`config.mk`:
```
export PLATFORM = sky130hd
export DESIGN_NAME = id_stage_flat
export DESIGN_NICKNAME = d
export VERILOG_FILES = /design/src/rtl/id_stage_if.sv /design/src/rtl/id_stage.sv /design/src/flat_wrapper.sv
export SDC_FILE = /design/constraint.sdc
export NUM_CORES = 2
export LEC_CHECK = 0
export ABC_AREA = 1
export CAP_MARGIN = 15
export CORE_AREA = 2 2 423 425
export CTS_BUF_LIST = sky130_fd_sc_hd__clkbuf_4 sky130_fd_sc_hd__clkbuf_8 sky130_fd_sc_hd__clkbuf_16
export DETAILED_ROUTE_END_ITERATION = 16
export DIE_AREA = 0 0 425 427
export PLACE_DENSITY = 0.6
export SYNTH_ARGS = -nofsm -noshare
export SYNTH_HDL_FRONTEND = slang
export SYNTH_SLANG_ARGS = --single-unit
```
`constraint.sdc`:
```
create_clock -name clk -period 2.7 [get_ports clk]
set_clock_uncertainty 0.05 [all_clocks]
set_input_delay 0.27 -clock clk [delete_from_list [all_inputs] [get_ports clk]]
set_output_delay 0.27 -clock clk [all_outputs]
set_load 0.03 [all_outputs]
```
`src/rtl/id_stage_if.sv`:
```
// Fetch/writeback/hazard inputs and ID/EX pipeline outputs of the decode stage.
// The master drives the stage inputs; the slave is the decode stage.
interface id_stage_if;
  logic [31:0] pc_in;
  logic [31:0] instruction;
  logic        flush;
  logic        wb_en;
  logic [4:0]  wb_dest;
  logic [31:0] wb_value;
  logic        exe_wb_en;
  logic [4:0]  exe_dest;
  logic        mem_wb_en;
  logic [4:0]  mem_dest;
  logic        freeze;
  logic [31:0] pc_out;
  logic [31:0] val1;
  logic [31:0] val2;
  logic [31:0] st_val;
  logic [4:0]  dest;
  logic [3:0]  exe_cmd;
  logic        mem_r_en;
  logic        mem_w_en;
  logic        wb_en_out;
  logic [1:0]  br_type;

  modport master (
    output pc_in, instruction, flush, wb_en, wb_dest, wb_value,
           exe_wb_en, exe_dest, mem_wb_en, mem_dest,
    input  freeze, pc_out, val1, val2, st_val, dest, exe_cmd,
           mem_r_en, mem_w_en, wb_en_out, br_type
  );

  modport slave (
    input  pc_in, instruction, flush, wb_en, wb_dest, wb_value,
           exe_wb_en, exe_dest, mem_wb_en, mem_dest,
    output freeze, pc_out, val1, val2, st_val, dest, exe_cmd,
           mem_r_en, mem_w_en, wb_en_out, br_type
  );
endinterface

```
`src/rtl/id_stage.sv`:
```
// Instruction decode: field decode, register file with WB bypass, RAW hazard
// detection against EX/MEM, and the ID/EX pipeline register.
module id_stage #(
  parameter int REG_COUNT = 32
) (
  input logic       clk,
  input logic       rst,
  id_stage_if.slave bus
);

  logic [31:0] rf_q [REG_COUNT];

  logic [5:0]         opcode;
  logic [4:0]         src1, src2, rd;
  logic signed [31:0] imm_sext;
  logic [31:0]        rs1_val, rs2_val;

  logic [3:0] cmd_dec;
  logic [4:0] dest_dec;
  logic       mr_dec, mw_dec, wb_dec, imm_sel, use1, use2;
  logic [1:0] br_dec;
  logic       freeze;

  logic [31:0] pc_d, val1_d, val2_d, st_val_d;
  logic [4:0]  dest_d;
  logic [3:0]  cmd_d;
  logic        mr_d, mw_d, wb_d;
  logic [1:0]  br_d;

  logic [31:0] pc_q, val1_q, val2_q, st_val_q;
  logic [4:0]  dest_q;
  logic [3:0]  cmd_q;
  logic        mr_q, mw_q, wb_q;
  logic [1:0]  br_q;

  // The writeback port is bypassed so WB never needs to stall decode.
  function automatic logic [31:0] rf_read(input logic [4:0] s);
    if (s == 5'd0)
      return 32'd0;
    else if (bus.wb_en && bus.wb_dest == s)
      return bus.wb_value;
    else
      return rf_q[s];
  endfunction

  function automatic logic raw_hit(input logic [4:0] s);
    return (s != 5'd0) &&
           ((bus.exe_wb_en && s == bus.exe_dest) ||
            (bus.mem_wb_en && s == bus.mem_dest));
  endfunction

  assign opcode   = bus.instruction[31:26];
  assign src1     = bus.instruction[25:21];
  assign src2     = bus.instruction[20:16];
  assign rd       = bus.instruction[15:11];
  assign imm_sext = {{16{bus.instruction[15]}}, bus.instruction[15:0]};
  assign rs1_val  = rf_read(src1);
  assign rs2_val  = rf_read(src2);

  always_comb begin
    cmd_dec  = 4'd0;
    dest_dec = 5'd0;
    mr_dec   = 1'b0;
    mw_dec   = 1'b0;
    wb_dec   = 1'b0;
    br_dec   = 2'b00;
    imm_sel  = 1'b1;
    use1     = 1'b0;
    use2     = 1'b0;
    case (opcode)
      6'b000001, 6'b000011, 6'b000101, 6'b000110, 6'b000111,
      6'b001000, 6'b001001, 6'b001010, 6'b001011, 6'b001100: begin
        dest_dec = rd;
        wb_dec   = 1'b1;
        imm_sel  = 1'b0;
        use1     = 1'b1;
        use2     = 1'b1;
        case (opcode)
          6'b000011: cmd_dec = 4'b0010;
          6'b000101: cmd_dec = 4'b0100;
          6'b000110: cmd_dec = 4'b0101;
          6'b000111: cmd_dec = 4'b0110;
          6'b001000: cmd_dec = 4'b0111;
          6'b001001: cmd_dec = 4'b1000;
          6'b001010: cmd_dec = 4'b1001;
          6'b001011: cmd_dec = 4'b1010;
          6'b001100: cmd_dec = 4'b1011;
          default:   cmd_dec = 4'b0000;
        endcase
      end
      6'b100000, 6'b100001, 6'b100100: begin
        dest_dec = src2;
        wb_dec   = 1'b1;
        use1     = 1'b1;
        cmd_dec  = (opcode == 6'b100001) ? 4'b0010 : 4'b0000;
        mr_dec   = (opcode == 6'b100100);
      end
      6'b100101: begin
        mw_dec = 1'b1;
        use1   = 1'b1;
        use2   = 1'b1;
      end
      6'b101000: begin
        br_dec = 2'b01;
        use1   = 1'b1;
      end
      6'b101001: begin
        br_dec = 2'b10;
        use1   = 1'b1;
        use2   = 1'b1;
      end
      6'b101010: br_dec = 2'b11;
      default: ;
    endcase
  end

  assign freeze = (use1 && raw_hit(src1)) || (use2 && raw_hit(src2));

  // flush and freeze both collapse into the same single bubble.
  always_comb begin
    pc_d     = bus.pc_in;
    val1_d   = rs1_val;
    val2_d   = imm_sel ? imm_sext : rs2_val;
    st_val_d = rs2_val;
    dest_d   = dest_dec;
    cmd_d    = cmd_dec;
    mr_d     = mr_dec;
    mw_d     = mw_dec;
    wb_d     = wb_dec && (dest_dec != 5'd0);
    br_d     = br_dec;
    if (bus.flush || freeze) begin
      pc_d     = 32'd0;
      val1_d   = 32'd0;
      val2_d   = 32'd0;
      st_val_d = 32'd0;
      dest_d   = 5'd0;
      cmd_d    = 4'd0;
      mr_d     = 1'b0;
      mw_d     = 1'b0;
      wb_d     = 1'b0;
      br_d     = 2'b00;
    end
  end

  always_ff @(posedge clk) begin
    if (!rst) begin
      for (int i = 0; i < REG_COUNT; i++) rf_q[i] <= 32'd0;
      pc_q     <= 32'd0;
      val1_q   <= 32'd0;
      val2_q   <= 32'd0;
      st_val_q <= 32'd0;
      dest_q   <= 5'd0;
      cmd_q    <= 4'd0;
      mr_q     <= 1'b0;
      mw_q     <= 1'b0;
      wb_q     <= 1'b0;
      br_q     <= 2'b00;
    end else begin
      if (bus.wb_en && bus.wb_dest != 5'd0) rf_q[bus.wb_dest] <= bus.wb_value;
      pc_q     <= pc_d;
      val1_q   <= val1_d;
      val2_q   <= val2_d;
      st_val_q <= st_val_d;
      dest_q   <= dest_d;
      cmd_q    <= cmd_d;
      mr_q     <= mr_d;
      mw_q     <= mw_d;
      wb_q     <= wb_d;
      br_q     <= br_d;
    end
  end

  assign bus.freeze    = freeze;
  assign bus.pc_out    = pc_q;
  assign bus.val1      = val1_q;
  assign bus.val2      = val2_q;
  assign bus.st_val    = st_val_q;
  assign bus.dest      = dest_q;
  assign bus.exe_cmd   = cmd_q;
  assign bus.mem_r_en  = mr_q;
  assign bus.mem_w_en  = mw_q;
  assign bus.wb_en_out = wb_q;
  assign bus.br_type   = br_q;

endmodule

```
`src/flat_wrapper.sv`:
```
// flat-port wrapper written by rule: the top's interface ports become plain ports
module id_stage_flat 
#(
  parameter int REG_COUNT = 32
)
  (clk, rst, bus_pc_in, bus_instruction, bus_flush, bus_wb_en, bus_wb_dest, bus_wb_value, bus_exe_wb_en, bus_exe_dest, bus_mem_wb_en, bus_mem_dest, bus_freeze, bus_pc_out, bus_val1, bus_val2, bus_st_val, bus_dest, bus_exe_cmd, bus_mem_r_en, bus_mem_w_en, bus_wb_en_out, bus_br_type);
  id_stage_if bus_i ();
  input logic clk;
  input logic rst;
  input wire logic [$bits(bus_i.pc_in)-1:0] bus_pc_in;
  input wire logic [$bits(bus_i.instruction)-1:0] bus_instruction;
  input wire logic [$bits(bus_i.flush)-1:0] bus_flush;
  input wire logic [$bits(bus_i.wb_en)-1:0] bus_wb_en;
  input wire logic [$bits(bus_i.wb_dest)-1:0] bus_wb_dest;
  input wire logic [$bits(bus_i.wb_value)-1:0] bus_wb_value;
  input wire logic [$bits(bus_i.exe_wb_en)-1:0] bus_exe_wb_en;
  input wire logic [$bits(bus_i.exe_dest)-1:0] bus_exe_dest;
  input wire logic [$bits(bus_i.mem_wb_en)-1:0] bus_mem_wb_en;
  input wire logic [$bits(bus_i.mem_dest)-1:0] bus_mem_dest;
  output wire logic [$bits(bus_i.freeze)-1:0] bus_freeze;
  output wire logic [$bits(bus_i.pc_out)-1:0] bus_pc_out;
  output wire logic [$bits(bus_i.val1)-1:0] bus_val1;
  output wire logic [$bits(bus_i.val2)-1:0] bus_val2;
  output wire logic [$bits(bus_i.st_val)-1:0] bus_st_val;
  output wire logic [$bits(bus_i.dest)-1:0] bus_dest;
  output wire logic [$bits(bus_i.exe_cmd)-1:0] bus_exe_cmd;
  output wire logic [$bits(bus_i.mem_r_en)-1:0] bus_mem_r_en;
  output wire logic [$bits(bus_i.mem_w_en)-1:0] bus_mem_w_en;
  output wire logic [$bits(bus_i.wb_en_out)-1:0] bus_wb_en_out;
  output wire logic [$bits(bus_i.br_type)-1:0] bus_br_type;
  assign bus_i.pc_in = bus_pc_in;
  assign bus_i.instruction = bus_instruction;
  assign bus_i.flush = bus_flush;
  assign bus_i.wb_en = bus_wb_en;
  assign bus_i.wb_dest = bus_wb_dest;
  assign bus_i.wb_value = bus_wb_value;
  assign bus_i.exe_wb_en = bus_exe_wb_en;
  assign bus_i.exe_dest = bus_exe_dest;
  assign bus_i.mem_wb_en = bus_mem_wb_en;
  assign bus_i.mem_dest = bus_mem_dest;
  assign bus_freeze = bus_i.freeze;
  assign bus_pc_out = bus_i.pc_out;
  assign bus_val1 = bus_i.val1;
  assign bus_val2 = bus_i.val2;
  assign bus_st_val = bus_i.st_val;
  assign bus_dest = bus_i.dest;
  assign bus_exe_cmd = bus_i.exe_cmd;
  assign bus_mem_r_en = bus_i.mem_r_en;
  assign bus_mem_w_en = bus_i.mem_w_en;
  assign bus_wb_en_out = bus_i.wb_en_out;
  assign bus_br_type = bus_i.br_type;
  id_stage #(.REG_COUNT(REG_COUNT)) u_core (.clk(clk), .rst(rst), .bus(bus_i));
endmodule
```
[Word-level counts from Yosys, hierarchy flattened]
Memories as Yosys holds them, arrays and structs flattened. A register that Yosys moved wholly into a read port is not among the register bits.
Cells that the tools add are included.
Word-level totals
  memory bits (read-only): 64
  output and inout bits: 143
  word-level logic and storage cells: 85
  memories kept: 2
  bits of input ports: 117
  register bits: 110
  memory bits (writable): 1024
Cells by class
  bitwise gates (word level): 2
  equal/unequal tests: 22
  reduce and logical (&&, ||, !) cells: 31
  muxes and demuxes: 19
Memories
  u_core.rf_q: words 32, bits a word 32, read ports 2, clocked after Yosys merged registers in 1, write ports 32, line id_stage.sv:11  | logic [31:0] rf_q [REG_COUNT];
  (name not given): words 16, bits a word 4, read ports 1, clocked after Yosys merged registers in 0, write ports 0, line id_stage.sv:78  | case (opcode)
Operator list (number)
  2-to-1 mux 32 bit: 4
  == test 6 bit, second input constant: 7
  OR reduction 32 bit: 1
  == test 6 x 4 -> 1 bit, second input constant: 5
  == test 5 bit: 5
  nonzero test 5 bit: 4
  == test 6 x 3 -> 1 bit, second input constant: 3
  OR reduction 16 bit: 1
  OR reduction 13 bit: 1
  OR reduction 12 bit: 1
  logical AND 1 bit: 11
  logical NOT 5 bit: 2
  case mux 5 bit (2 select lines): 1
  OR reduction 10 bit: 1
  2-to-1 mux 1 bit: 9
  OR reduction 3 bit: 3
  case mux 4 bit (2 select lines): 1
  == test 6 x 1 -> 1 bit, second input constant: 1
  == test 6 x 2 -> 1 bit, second input constant: 1
  case mux 2 bit (3 select lines): 1
  2-to-1 mux 5 bit: 1
  logical OR 1 bit: 4
  2-to-1 mux 4 bit: 1
  logical NOT 2 bit: 1
  3 further kinds: 4

[Depth between registers and ports, before layout]
  depth after elaboration: 8
  gate-level depth with buffers: 14
  depth with buffers taken out: 13

[Least setup slack after synthesis]
OpenSTA, ideal clock, no wires.
  path kind: in2reg
  start: input bus_wb_dest[2]
  end: memory u_core.rf_q[23][0], enable pin
  stages: 10
  library setup time: 0.478 ns
  arrival time: 2.034 ns
  path buffers: 2
  required time: 2.172 ns
  path slack: 0.138 ns
  path through: clkbuf_1 -> nor3_1 -> nand2_1 -> nand3_1 -> inv_1 -> nand3_1 -> inv_1 -> nand2_1 -> buf_2 -> nand2_1
RTL lines
  from (decl): line flat_wrapper.sv:14  | input wire logic [$bits(bus_i.wb_dest)-1:0] bus_wb_dest;
  to (decl): line id_stage.sv:11

[Worst setup path after layout]
  start: input bus_instruction[27]
  end: output bus_freeze
Between the ends
  word-level cells in the longest chain between the ends: 5
  elaborated cells on any way between the ends: 23
  those cells by class: eq/ne: 16; mux: 2; reduce/logical: 5
RTL lines
  from (decl): line flat_wrapper.sv:11  | input wire logic [$bits(bus_i.instruction)-1:0] bus_instruction;
  == test 6 bit (tied with other cells): line id_stage.sv:70  | case (opcode)
  OR reduction 16 bit (no line) or OR reduction 12 bit (tied branches)
  2-to-1 mux 1 bit: line id_stage.sv:70
  logical AND 1 bit: line id_stage.sv:117  | assign freeze = (use1 && raw_hit(src1)) || (use2 && raw_hit(src2));
  logical OR 1 bit *: line id_stage.sv:117
  to (decl): line flat_wrapper.sv:20  | output wire logic [$bits(bus_i.freeze)-1:0] bus_freeze;
Mark *: on every way between the ends. The rest lies on a longest branch, timed or not.

==> key figures <==
Synthesis
  – Mapped Area: between 60000 and 70000 sq um
  – Post-synth ARST share: 0
  – #FFs+latches synth: roughly 1200
  – Top post-synthesis cells by count: 1265 x nor2_1, 1170 x nand2_1, 1024 x edfxtp_1
  – Syn Inst Count: ~7400
  – Post-synth EDFFs: just over 1000
  – Cell taking the most area after synthesis: edfxtp_1
  – Syn_area_per_cell: 8.39 sq um
  – Top_reg_cell synth: edfxtp_1
  – Most common cell in the synthesized netlist: nor2_1
  – Post-synth top area share: 0.498
  – Synth top area cells: edfxtp_1 50%, nand3_1 8.2%, nor2_1 7.7%, nand2_1 7.1%, o211ai_1 6.1%
  – Synth cell types: 33
  – Synth warn: 0
  – Seq/Total Area, Yosys: 0.544

Timing
  – Hold slack: between 20 and 30 ps
  – Final cycle utilization of the critical path: 0.931
  – Final setup fails: 0
  – Max Freq: 398 MHz
  – Tmin final: 2510 ps
  – Final Hold Viols: 0
  – Worst-Margin Slew: ~740 ps
  – Max Slew Vio Count: 0
  – Headroom to the max-slew limit: 0.505
  – RSZ-0062 raised after global routing: false

Global routing
  – First-pass GRT wire length: about 330000 um
  – Total gr overflow: 0
  – GRT Total Usage: 0.241
  – Via count of the first global-routing pass: about 53000
  – Antenna violations before repair: 5
  – Largest net degree at the start of global routing: 109

Placed design
  – Placed Cells: 9713
  – Buffers on Ports: roughly 260
  – Placer Congestion: ~0.91
  – HPWL Detailed: about 150000 um

Power
  – NetSw: about 12 mW
  – Clk pwr share: 0.388
  – VDD IR-drop max: 573 uV
  – Combinational Power Share: 0.146
  – Pleak: 29.7 nW
  – Register share of total power: 0.467
  – Pwr per Cell Area: around 610 nW/um^2
  – Int Pwr: around 33 mW
  – Sw Ratio: 0.276

Die
  – DIE AREA: between 150000 and 200000 sq um
  – Core ar.: approximately 180000 sq um
  – Ports: 260
  – Initial Util: 0.348
  – Die H: roughly 430 um
  – Die width: between 400 and 500 um
  – Row count: approximately 160

Final layout
  – # nets final: ~7600
  – Finished Layout Cells: between 9000 and 10000
  – Layout cells sized above 1: 0.0955
  – Layout fillers: about 17000
  – Post-layout util: 0.415
  – Area growth syn-to-layout: 19.3%

Worst setup path
  – Crit start category: input port
  – Worst Path Max Fanout: 3
  – Critical path class: in2out
  – Worst path required time: 2380 ps
  – CP arrival: roughly 2200 ps
  – Crit. End Element: primary output

Drt
  – Routed Antenna Nets: 0
  – Via count: 55200
  – Wire length per cell: 22.6 um
  – DRC errors left: 0
  – Drt first pass iters: 7
  – Drt initial violations: between 6000 and 7000
  – Final wirelength: 225000 um
  – Via/cell ratio: roughly 5.5

Clock network
  – Htree depth: 3
  – CTS Buf Count: 120
  – Max Root-Sink Buffers: 3
  – Clock root buffer: clkbuf_16
  – Worst skew pair latency: 780 ps
  – Clock sink count: ~1200
  – Clk pin slew, worst setup/hold paths: around 60 ps
  – TritonCTS clock tree: done

Hold path
  – Hold/Removal Path Class: in2reg

Flow run
  – # Max-Cap Violations: 0

Status
  – Outcome: finished, final reports clean
-- sequential cells by signal (all words and copies together) (netlist names) --
name,count
u_core.bus.wb_en_out,1
u_core.bus.val2,32
u_core.rf_q,1024
u_core.bus.val1,32
u_core.bus.exe_cmd,4
u_core.bus.pc_out,32
u_core.bus.mem_w_en,1
u_core.bus.mem_r_en,1
u_core.bus.st_val,32
u_core.bus.dest,5
u_core.bus.br_type,2
-- final timing paths --
kind | end | slack [ps] | cells past startpoint | from
max | bus_freeze | 190 | 13 | bus_instruction[27]
min | u_core.bus.exe_cmd[0] | 30 | 3 | bus_instruction[28]
max reg2reg | u_core.bus.val2[26] | 750 | 9 | u_core.rf_q[16][26]
min reg2reg | u_core.bus.st_val[17] | 920 | 8 | u_core.rf_q[4][17]
-- layout make-up --
class,count,area [sq um],area share
clock buffer,141,3280,0.0445
sequential,1166,33600,0.456
timing repair buffer,674,7540,0.102
antenna,3,7.51,0.000102
clock inverter,86,810,0.0110
inverter,652,2470,0.0335
multi-input combinational,4895,23000,0.312
tap,2355,2950,0.0400
-- layout by cell type, fill, tap and decap left out, types with 140 or more instances in the layout --
master           instances
buf_4                  249
inv_1                  641
nor2_1                1265
clkdlybuf4s50_1        245
buf_12                 140
nand2_1               1137
a21oi_1                367
edfxtp_1              1024
o21ai_0                421
dfxtp_1                142
o211ai_1               504
nand3_1               1010
-- worst max-delay path, cell delays in order --
cell and delay (ps):
clkdlybuf4s50_1 540, inv_1 100, ha_1 210, nand2_1 90, nor2_1 60, nand2_1 90, nand2_1 50, nor2_1 130
nand3_1 120, nand3_2 120, nand2_2 110, buf_4 160, buf_12 130
-- per-stage QoR --
step | worst slack, ps | area, sq um | setup TNS [ps] | power [mW]
finish | 186 | 73600 | 0 | 44.9
global route | 50.9 | 73600 | 0 | 46.3
CTS | 38.4 | 73600 | 0 | 44.9
detailed placement | -107 | 69200 | -14350 | 27.7
global placement | -194 | 69200 | -24380 | 27.6
floorplan | 138 | 61800 | 0 | 24.8
-- cells by family after synthesis --
logic type / synth area share
compound gates: 0.126
other cells: 0.0000608
xor+xnor: 0.000568
buf+inv: 0.0868
fa+ha+maj: 0.00101
simple gates: 0.241
flops: 0.544
-- what timing repair did --
item                                    in CTS  in global routing
hold endpoints to repair                    29                  0
setup buffers                                0                  0
gates resized for setup                      0                  5
hold buffers                                29                  0
endpoints found under the setup margin       0                  1
-- power groups by stage --
stage               sequential (mW)  clock [mW]  combinational [mW]
floorplan                      21.5           0                3.40
global placement               21.3           0                6.28
detailed placement             21.3           0                6.36
CTS                            20.9        17.6                6.42
global route                   21.0        18.3                7.01
finish                         20.9        17.4                6.53
-- routing by layer --
layer,track usage,vias up,part of all wire
met5,0,-,0.00010
met2,0.403,3200,0.47
met4,0.0940,4,0.037
li1,-,25200,-
met3,0.0431,536,0.11
met1,0.310,26300,0.38
(Power assumes the default switching activity.)
